--- config.mk ---
export PLATFORM = sky130hd
export DESIGN_NAME = pir_ldr_pwm_ctrl
export DESIGN_NICKNAME = d
export VERILOG_FILES = /design/src/rtl/pir_ldr_pwm_ctrl.sv
export SDC_FILE = /design/constraint.sdc
export NUM_CORES = 1
export LEC_CHECK = 0
export BUFFER_PORTS_ARGS = -buffer_cell sky130_fd_sc_hd__buf_2
export CAP_MARGIN = 10
export CORE_MARGIN = 2
export CORE_UTILIZATION = 30
export CTS_BUF_LIST = sky130_fd_sc_hd__clkbuf_8 sky130_fd_sc_hd__clkbuf_16
export DETAILED_ROUTE_END_ITERATION = 10
export PLACE_DENSITY_LB_ADDON = 0.08
export SETUP_SLACK_MARGIN = 0.2
export SYNTH_ARGS = -nofsm -noshare
export SYNTH_HDL_FRONTEND = slang
export SYNTH_SLANG_ARGS = --single-unit
--- constraint.sdc ---
create_clock -name hclk -period 6 [get_ports hclk]
set_clock_uncertainty 0.05 [all_clocks]
set_input_delay 1.2 -clock hclk [delete_from_list [all_inputs] [get_ports hclk]]
set_output_delay 1.2 -clock hclk [all_outputs]
set_load 0.03 [all_outputs]
--- src/rtl/pir_ldr_pwm_ctrl.sv ---
// Purpose : multi-channel PIR/LDR LED dimmer; shared PWM counter, per-channel OFF/IDLE/ACTIVE/HOLD FSM, ramped duty.
// Latency : input change seen by FSM 2 cycles late, state_out 1 cycle later; duty moves only at period_tick (OFF forces 0 next cycle).
// Backpressure: none; free-running outputs, no handshake.
//
// Ports:
//   hclk, rst_n  : clock, async active-low reset (sync release expected from the reset tree)
//   pir_in[CH]   : raw asynchronous PIR per channel, 1 = motion
//   ldr_in       : raw asynchronous LDR, 1 = dark enough to light
//   led_out[CH]  : registered PWM output per channel
//   state_out    : per-channel FSM state, channel i at [2i+1:2i]
//   period_tick  : one-cycle pulse on the last cycle of each PWM period
module pir_ldr_pwm_ctrl #(
    parameter int CH           = 2,
    parameter int CNT_W        = 8,
    parameter int PERIOD       = 100,
    parameter int IDLE_DUTY    = 20,
    parameter int ACTIVE_DUTY  = 100,
    parameter int RAMP_STEP    = 10,
    parameter int HOLD_W       = 8,
    parameter int HOLD_PERIODS = 50
) (
    input  logic              hclk,
    input  logic              rst_n,
    input  logic [CH-1:0]     pir_in,
    input  logic              ldr_in,
    output logic [CH-1:0]     led_out,
    output logic [2*CH-1:0]   state_out,
    output logic              period_tick
);

    typedef enum logic [1:0] {
        ST_OFF    = 2'b00,
        ST_IDLE   = 2'b01,
        ST_ACTIVE = 2'b10,
        ST_HOLD   = 2'b11
    } state_e;

    localparam logic [CNT_W-1:0]  PERIOD_M1 = CNT_W'(PERIOD - 1);
    localparam logic [CNT_W-1:0]  PERIOD_M2 = CNT_W'(PERIOD - 2);
    localparam logic [CNT_W:0]    IDLE_TGT  = (CNT_W+1)'(IDLE_DUTY);
    localparam logic [CNT_W:0]    ACT_TGT   = (CNT_W+1)'(ACTIVE_DUTY);
    localparam logic [CNT_W:0]    STEP_W    = (CNT_W+1)'(RAMP_STEP);
    localparam logic [HOLD_W-1:0] HOLD_LOAD = HOLD_W'(HOLD_PERIODS);

    // Synchronisers
    logic [CH-1:0] pir_s1_q, pir_s2_q;
    logic          ldr_s1_q, ldr_s2_q;

    // Shared PWM timebase
    logic [CNT_W-1:0] cnt_q, cnt_d;
    logic             tick_q, tick_d;

    // Per-channel state
    state_e            state_q [CH];
    state_e            state_d [CH];
    logic [HOLD_W-1:0] hold_q  [CH];
    logic [HOLD_W-1:0] hold_d  [CH];
    logic [CNT_W-1:0]  duty_q  [CH];
    logic [CNT_W-1:0]  duty_d  [CH];
    logic [CH-1:0]     led_q, led_d;

    // One ramp step toward tgt, clamped at tgt. Done one bit wider than the
    // duty register so neither direction can wrap.
    function automatic logic [CNT_W-1:0] ramp(input logic [CNT_W-1:0] cur,
                                              input logic [CNT_W:0]   tgt);
        logic [CNT_W:0] cur_w;
        logic [CNT_W:0] res;
        cur_w = {1'b0, cur};
        res   = tgt;
        if (tgt > cur_w) begin
            if ((tgt - cur_w) > STEP_W) res = cur_w + STEP_W;
        end else if (cur_w > tgt) begin
            if ((cur_w - tgt) > STEP_W) res = cur_w - STEP_W;
        end
        return res[CNT_W-1:0];
    endfunction

    function automatic logic [CNT_W:0] target(input state_e st);
        logic [CNT_W:0] t;
        t = '0;
        case (st)
            ST_IDLE:           t = IDLE_TGT;
            ST_ACTIVE, ST_HOLD: t = ACT_TGT;
            default:           t = '0;
        endcase
        return t;
    endfunction

    // Tick is registered but lines up with cnt==PERIOD-1 by decoding one count early.
    always_comb begin
        cnt_d  = (cnt_q == PERIOD_M1) ? '0 : cnt_q + CNT_W'(1);
        tick_d = (cnt_q == PERIOD_M2);
    end

    always_comb begin
        for (int i = 0; i < CH; i++) begin
            state_d[i] = state_q[i];
            hold_d[i]  = hold_q[i];
            if (!ldr_s2_q) begin
                state_d[i] = ST_OFF;
                hold_d[i]  = '0;
            end else begin
                case (state_q[i])
                    ST_OFF: begin
                        state_d[i] = pir_s2_q[i] ? ST_ACTIVE : ST_IDLE;
                    end
                    ST_IDLE: begin
                        if (pir_s2_q[i]) state_d[i] = ST_ACTIVE;
                    end
                    ST_ACTIVE: begin
                        if (!pir_s2_q[i]) begin
                            if (HOLD_PERIODS == 0) begin
                                state_d[i] = ST_IDLE;
                            end else begin
                                state_d[i] = ST_HOLD;
                                hold_d[i]  = HOLD_LOAD;
                            end
                        end
                    end
                    ST_HOLD: begin
                        if (pir_s2_q[i]) begin
                            state_d[i] = ST_ACTIVE;
                            hold_d[i]  = '0;
                        end else if (tick_q) begin
                            // <=1 rather than ==1 so a zero hold can never stick.
                            if (hold_q[i] <= HOLD_W'(1)) begin
                                state_d[i] = ST_IDLE;
                                hold_d[i]  = '0;
                            end else begin
                                hold_d[i] = hold_q[i] - HOLD_W'(1);
                            end
                        end
                    end
                    default: state_d[i] = ST_OFF;
                endcase
            end
        end
    end

    // Duty only moves at the period boundary so a period is never cut short,
    // except OFF which blanks immediately.
    always_comb begin
        for (int i = 0; i < CH; i++) begin
            duty_d[i] = duty_q[i];
            if (state_q[i] == ST_OFF) begin
                duty_d[i] = '0;
            end else if (tick_q) begin
                duty_d[i] = ramp(duty_q[i], target(state_q[i]));
            end
            led_d[i] = (cnt_q < duty_q[i]);
        end
    end

    always_ff @(posedge hclk or negedge rst_n) begin
        if (!rst_n) begin
            pir_s1_q <= '0;
            pir_s2_q <= '0;
            ldr_s1_q <= 1'b0;
            ldr_s2_q <= 1'b0;
            cnt_q    <= '0;
            tick_q   <= 1'b0;
            led_q    <= '0;
            for (int i = 0; i < CH; i++) begin
                state_q[i] <= ST_OFF;
                hold_q[i]  <= '0;
                duty_q[i]  <= '0;
            end
        end else begin
            pir_s1_q <= pir_in;
            pir_s2_q <= pir_s1_q;
            ldr_s1_q <= ldr_in;
            ldr_s2_q <= ldr_s1_q;
            cnt_q    <= cnt_d;
            tick_q   <= tick_d;
            led_q    <= led_d;
            for (int i = 0; i < CH; i++) begin
                state_q[i] <= state_d[i];
                hold_q[i]  <= hold_d[i];
                duty_q[i]  <= duty_d[i];
            end
        end
    end

    always_comb begin
        state_out = '0;
        for (int i = 0; i < CH; i++) begin
            state_out[2*i +: 2] = state_q[i];
        end
    end

    assign led_out     = led_q;
    assign period_tick = tick_q;

endmodule

# After elaboration in Yosys (flattened, before gate mapping)
# Index checks and enable logic that the tools add are counted.
# word_totals
input_bits	5
output_inout_bits	7
latchBits	0
mem_bits_rw	0
memories	0
rom_bits	0
regBits	53
# classes
n_div	0
n_bitwise	0
eq_ne	18
shift	0
multipliers	0
n_reduce_logical	10
n_lt_le_gt_ge	12
mux	47
addsub	11
# ops
cell	count
$mux 8	23
$gt 9x4->1 const B	4
$mux 9	4
$pmux 8 s2	2
$mux 2	14
$pmux 7 s2	2
$gt 8x9->1	2
$gt 9x8->1	2
$sub 8x9->9	2
$sub 9x8->9	2
$add 8x4->8 const B	2
$eq 8x7->1 const B	2
$le 8x1->1 const B	2
$lt 8x8->1	2
$ne 4x4->1 const B	4
$pmux 2 s4	2
$sub 8x1->8 const B	2
$sub 8x4->8 const B	2
$ne 3x3->1 const B	4
$add 8x1->8 const B	1
$eq 2x2->1 const B	4
$reduce_and 4->1	2
$ne 3x1->1 const B	2
$reduce_and 3->1	2
4 further kinds	8

# Longest topological paths before layout
# logic_depth
word_depth	12
ltp_mapped	14
depth_no_buf	13

# Least setup slack after synthesis
# Ideal clock, no wire load.
# synth_path
kind	register to register
from	reg state_q, in the netlist state_out[3]
to	reg duty_q[5] in the netlist's numbering
arrival_time_ns	3.251
setup_time_ns	0.094
stages_incl_launch_ff	15
path_slack_ns	2.605
period_less_slack_ns	3.395
path_cell_list	dfrtp_1 -> inv_1 -> ha_1 -> inv_1 -> ha_1 -> ha_1 -> or2_2 -> a21oi_1 -> xnor2_1 -> nand3_1 -> o31a_1 -> buf_2 -> a21oi_1 -> o21ai_0 -> a211oi_1
# synth_via
elab_chain_len	12
elab_cells_between_ends	21
classes_between	add/sub: 2; order compare: 4; eq/ne: 3; mux: 9; reduce/logical: 3
# synth_lines
element	line	rtl
from (decl)	54	state_e state_q [CH];
from (signal, indexed assignment)	177	state_q[i] <= state_d[i];
$eq 2x2->1	81	case (st)
$reduce_or 2->1	81	
$pmux 7 s2	81	
$mux 9	147	end else if (tick_q) begin
$mux 9	145	if (state_q[i] == ST_OFF) begin
$sub 8x9->9	73	if ((cur_w - tgt) > STEP_W) res = cur_w - STEP_W;
$gt 9x4->1	73	
$mux 8	73	
$mux 8	72	end else if (cur_w > tgt) begin
$mux 8	70	if (tgt > cur_w) begin
$mux 8	147	
$mux 8	145	
to (signal, indexed assignment)	179	duty_q[i] <= duty_d[i];
to (decl)	58	logic [CNT_W-1:0] duty_q [CH];
# Parallel ways exist; a longest one is shown, timed or not. The select of a mux whose other input is x is not followed.
# A chain may end at the register's enable or synchronous reset.

# Worst setup path in the final report
# Same ends and word-level chain as after synthesis.

==> qor.yml <==
synth_ff_type: "dfrtp_1"
area_growth_pct: 8.72
fin_crit_sh_pct: 61.6
netlist_instances: 518
first_pass_iters: 4
synthSimpleGateAreaFrac_pct: 19.8
cts_root_buffer: "clkbuf_16"
nFillCells: 1464
drv_slew: 0
grt-ovfl-total: 0
grt_pass1_vias: 3649
leakage_nw: 2.02
port_buffers: 11
cp-end-kind: "register"
drive_gt1_share_pct: 6.69
clock_sinks: 51
synth-compound-area-share_pct: 24.8
final_common_cell: "ha_1"
rsz0062_at_grt: "false"
min_period_ns: 3.70
clk_pin_slew_ns: 0.08
viasPerCell: 5.31
peakVddDrop_mv: 0.166
powerDensity_nw_per_um2: 415
placementRows: 43
cts_made_buffers: 5
synth_mux_area_share_pct: 1.64
power_mw: 1.96
drt-total-wl_mm: 11.1
setup_tns_ns: 0
cts_hold_buffers: 0
final_core_util_pct: 33.8
status: "completed"
synth_nets: 578
post_cts_resized: 0
critical_path_arrival_ns: 3.85
die_h_um: 124
synth_top_family_by_area: "compound AO/OA/AOI/OAI gates"
clk_latency_ns: 0.30
nets: 582
hp-class: "register to register"
grt_pass1_wl_mm: 18.9
multiInputGateArea_um2: 2880
ant_nets: 0
cts_tree: "done"
hold_violations: 0
hp-start: "pir_s1_q[0]"
core-area_um2: 14000
synth_edf_count: 0
drt_iter0_markers: 163
vias: 3733
grt_start_max_net_pins: 52
cp.required_ns: 6.15
crit_start: "state_out[3]"
fmax_ghz: 0.270
num_io_pins: 12
synthArstFlopShare_pct: 100
worstMarginPinSlew_ns: 0.721
avgSynthCellArea_um2: 8.39
clk_path_buf_depth: 2
antenna_found_initial: 0
setup_viol: 0
h-tree-depth: 2
ys.warnings.count: 0
cts_setup_buffers: 0
synth_adder_area_share_pct: 16.2
start_util_pct: 31.1
die-area_um2: 15500
dpl.hpwl_mm: 8.13
seqCellArea_um2: 1280
synth-seq-cells: 51
layout_common_cells: "ha_1, o21ai_0, dfrtp_1"
slew_headroom_pct: 51.9
avgRoutedWirePerCell_um: 15.7
track_usage_pct: 14.6
cap_violations: 0
ys_types: 58
drc_errors: 0
synthesis.area_um2: 4350
synth_xor_area_share_pct: 3.83
diodes: 0
crit_type: "register to register"
ys_seq_area_share_pct: 29.4
reg2reg_from: "state_out[3]"
routabilityCongestion: 0.880
worstPathMaxFanout: 11
start_kind: "register"
die_x_um: 124
-- layout make-up --
type	count	area share, %
flip-flops and latches	51	27.0
clock buffers	5	2.65
repair buffers	13	1.48
clock inverters	3	0.503
multi-input cells	417	60.9
inverters	34	2.70
well taps	180	4.77
-- flip-flops by register name (all words and copies together) (netlist names) --
name	cells
cnt_q	8
led_out	2
ldr_s1_q	1
period_tick	1
ldr_s2_q	1
duty_q	14
state_out	4
hold_q	16
pir_s2_q	2
pir_s1_q	2
-- per-layer routing --
layer	part of all wire, %	up-vias	track usage, %
li1	-	1872	-
met1	50	1788	20.7
met2	46	67	23.2
met3	3.2	6	2.58
met4	0.91	0	3.30
met5	0	-	0
-- worst max-delay path: stages, from the launching register on --
cell      delay (ns)
dfrtp_1         0.46
inv_1           0.17
ha_1            0.34
inv_1           0.21
ha_1            0.38
ha_1            0.21
or2_2           0.29
a21oi_1         0.32
xnor2_1         0.17
nand3_1         0.09
o31a_1          0.43
a21oi_1         0.17
o21ai_0         0.09
a211oi_1        0.23
-- cells by family (layout without fill, tap and decap cells) --
kind of cell | count (synthesis) | after routing
flip-flops | 51 | 51
buffers and inverters | 50 | 55
AO/OA/AOI/OAI | 163 | 163
adder cells (fa/ha/maj) | 55 | 55
XOR/XNOR | 19 | 19
multiplexers | 7 | 7
AND/OR/NAND/NOR | 173 | 173
-- final timing paths --
| check | endpoint | slack (ns) | cells after the start |
|---|---|---|---|
| max | duty_q[5] | 2.30 | 13 |
| min | pir_s2_q[0] | 0.30 | 0 |
| max reg2reg | duty_q[5] | 2.30 | 13 |
| min reg2reg | pir_s2_q[0] | 0.30 | 0 |
| max in group asynchronous | state_out[0] | 4.43 | 2 |
| min in group asynchronous | pir_s2_q[1] | 0.98 | 2 |
-- Yosys cell counts, drive strengths merged, types with 2 or more instances --
library cell,count,area share (%)
nor2b,8,1.2
ha,53,15
o211ai,8,1.4
o2bb2ai,2,0.40
inv,34,2.9
a22oi,3,0.52
nand4,6,0.86
nand3,18,2.1
nand3b,2,0.35
o21ai,51,5.9
o21bai,7,1.3
buf,4,0.46
nor3b,2,0.35
or2,5,0.72
nor2,33,2.9
o31a,4,0.81
o22ai,2,0.29
o221a,2,0.52
a2111oi,2,1.3
fa,2,0.92
a211oi,6,1.0
a21o,3,0.52
or3,7,1.0
a31oi,2,0.29
nor4,2,0.29
a22o,2,0.40
and3,3,0.43
mux2i,6,1.4
xor2,2,0.40
nor3,12,1.4
nand2,49,4.2
a32o,3,0.69
nand2b,17,2.4
o21a,6,1.0
dfrtp,51,29
or4,3,0.60
a21oi,46,5.3
o221ai,2,0.40
clkbuf,12,1.0
xnor2,17,3.4
and2,4,0.58
-- where the power goes --
| group | total (mW) | switching, mW | internal, mW |
|---|---|---|---|
| clock | 0.299 | 0.142 | 0.157 |
| sequential | 0.433 | 0.0491 | 0.384 |
| combinational | 1.23 | 0.756 | 0.474 |
| total | 1.96 | 0.946 | 1.02 |
-- through the flow --
stage                     instance area [um^2]  instances  hold WS (ns)  setup slack [ns]
after floorplan                           4350        518         0.281              2.60
after global placement                    4580        695         0.284              2.47
after detailed placement                  4580        695         0.286              2.36
after CTS                                 4720        703         0.304              2.29
after global routing                      4720        703         0.310              1.93
final                                     4720        703         0.303              2.30
Power figures use the tool's default switching activity.
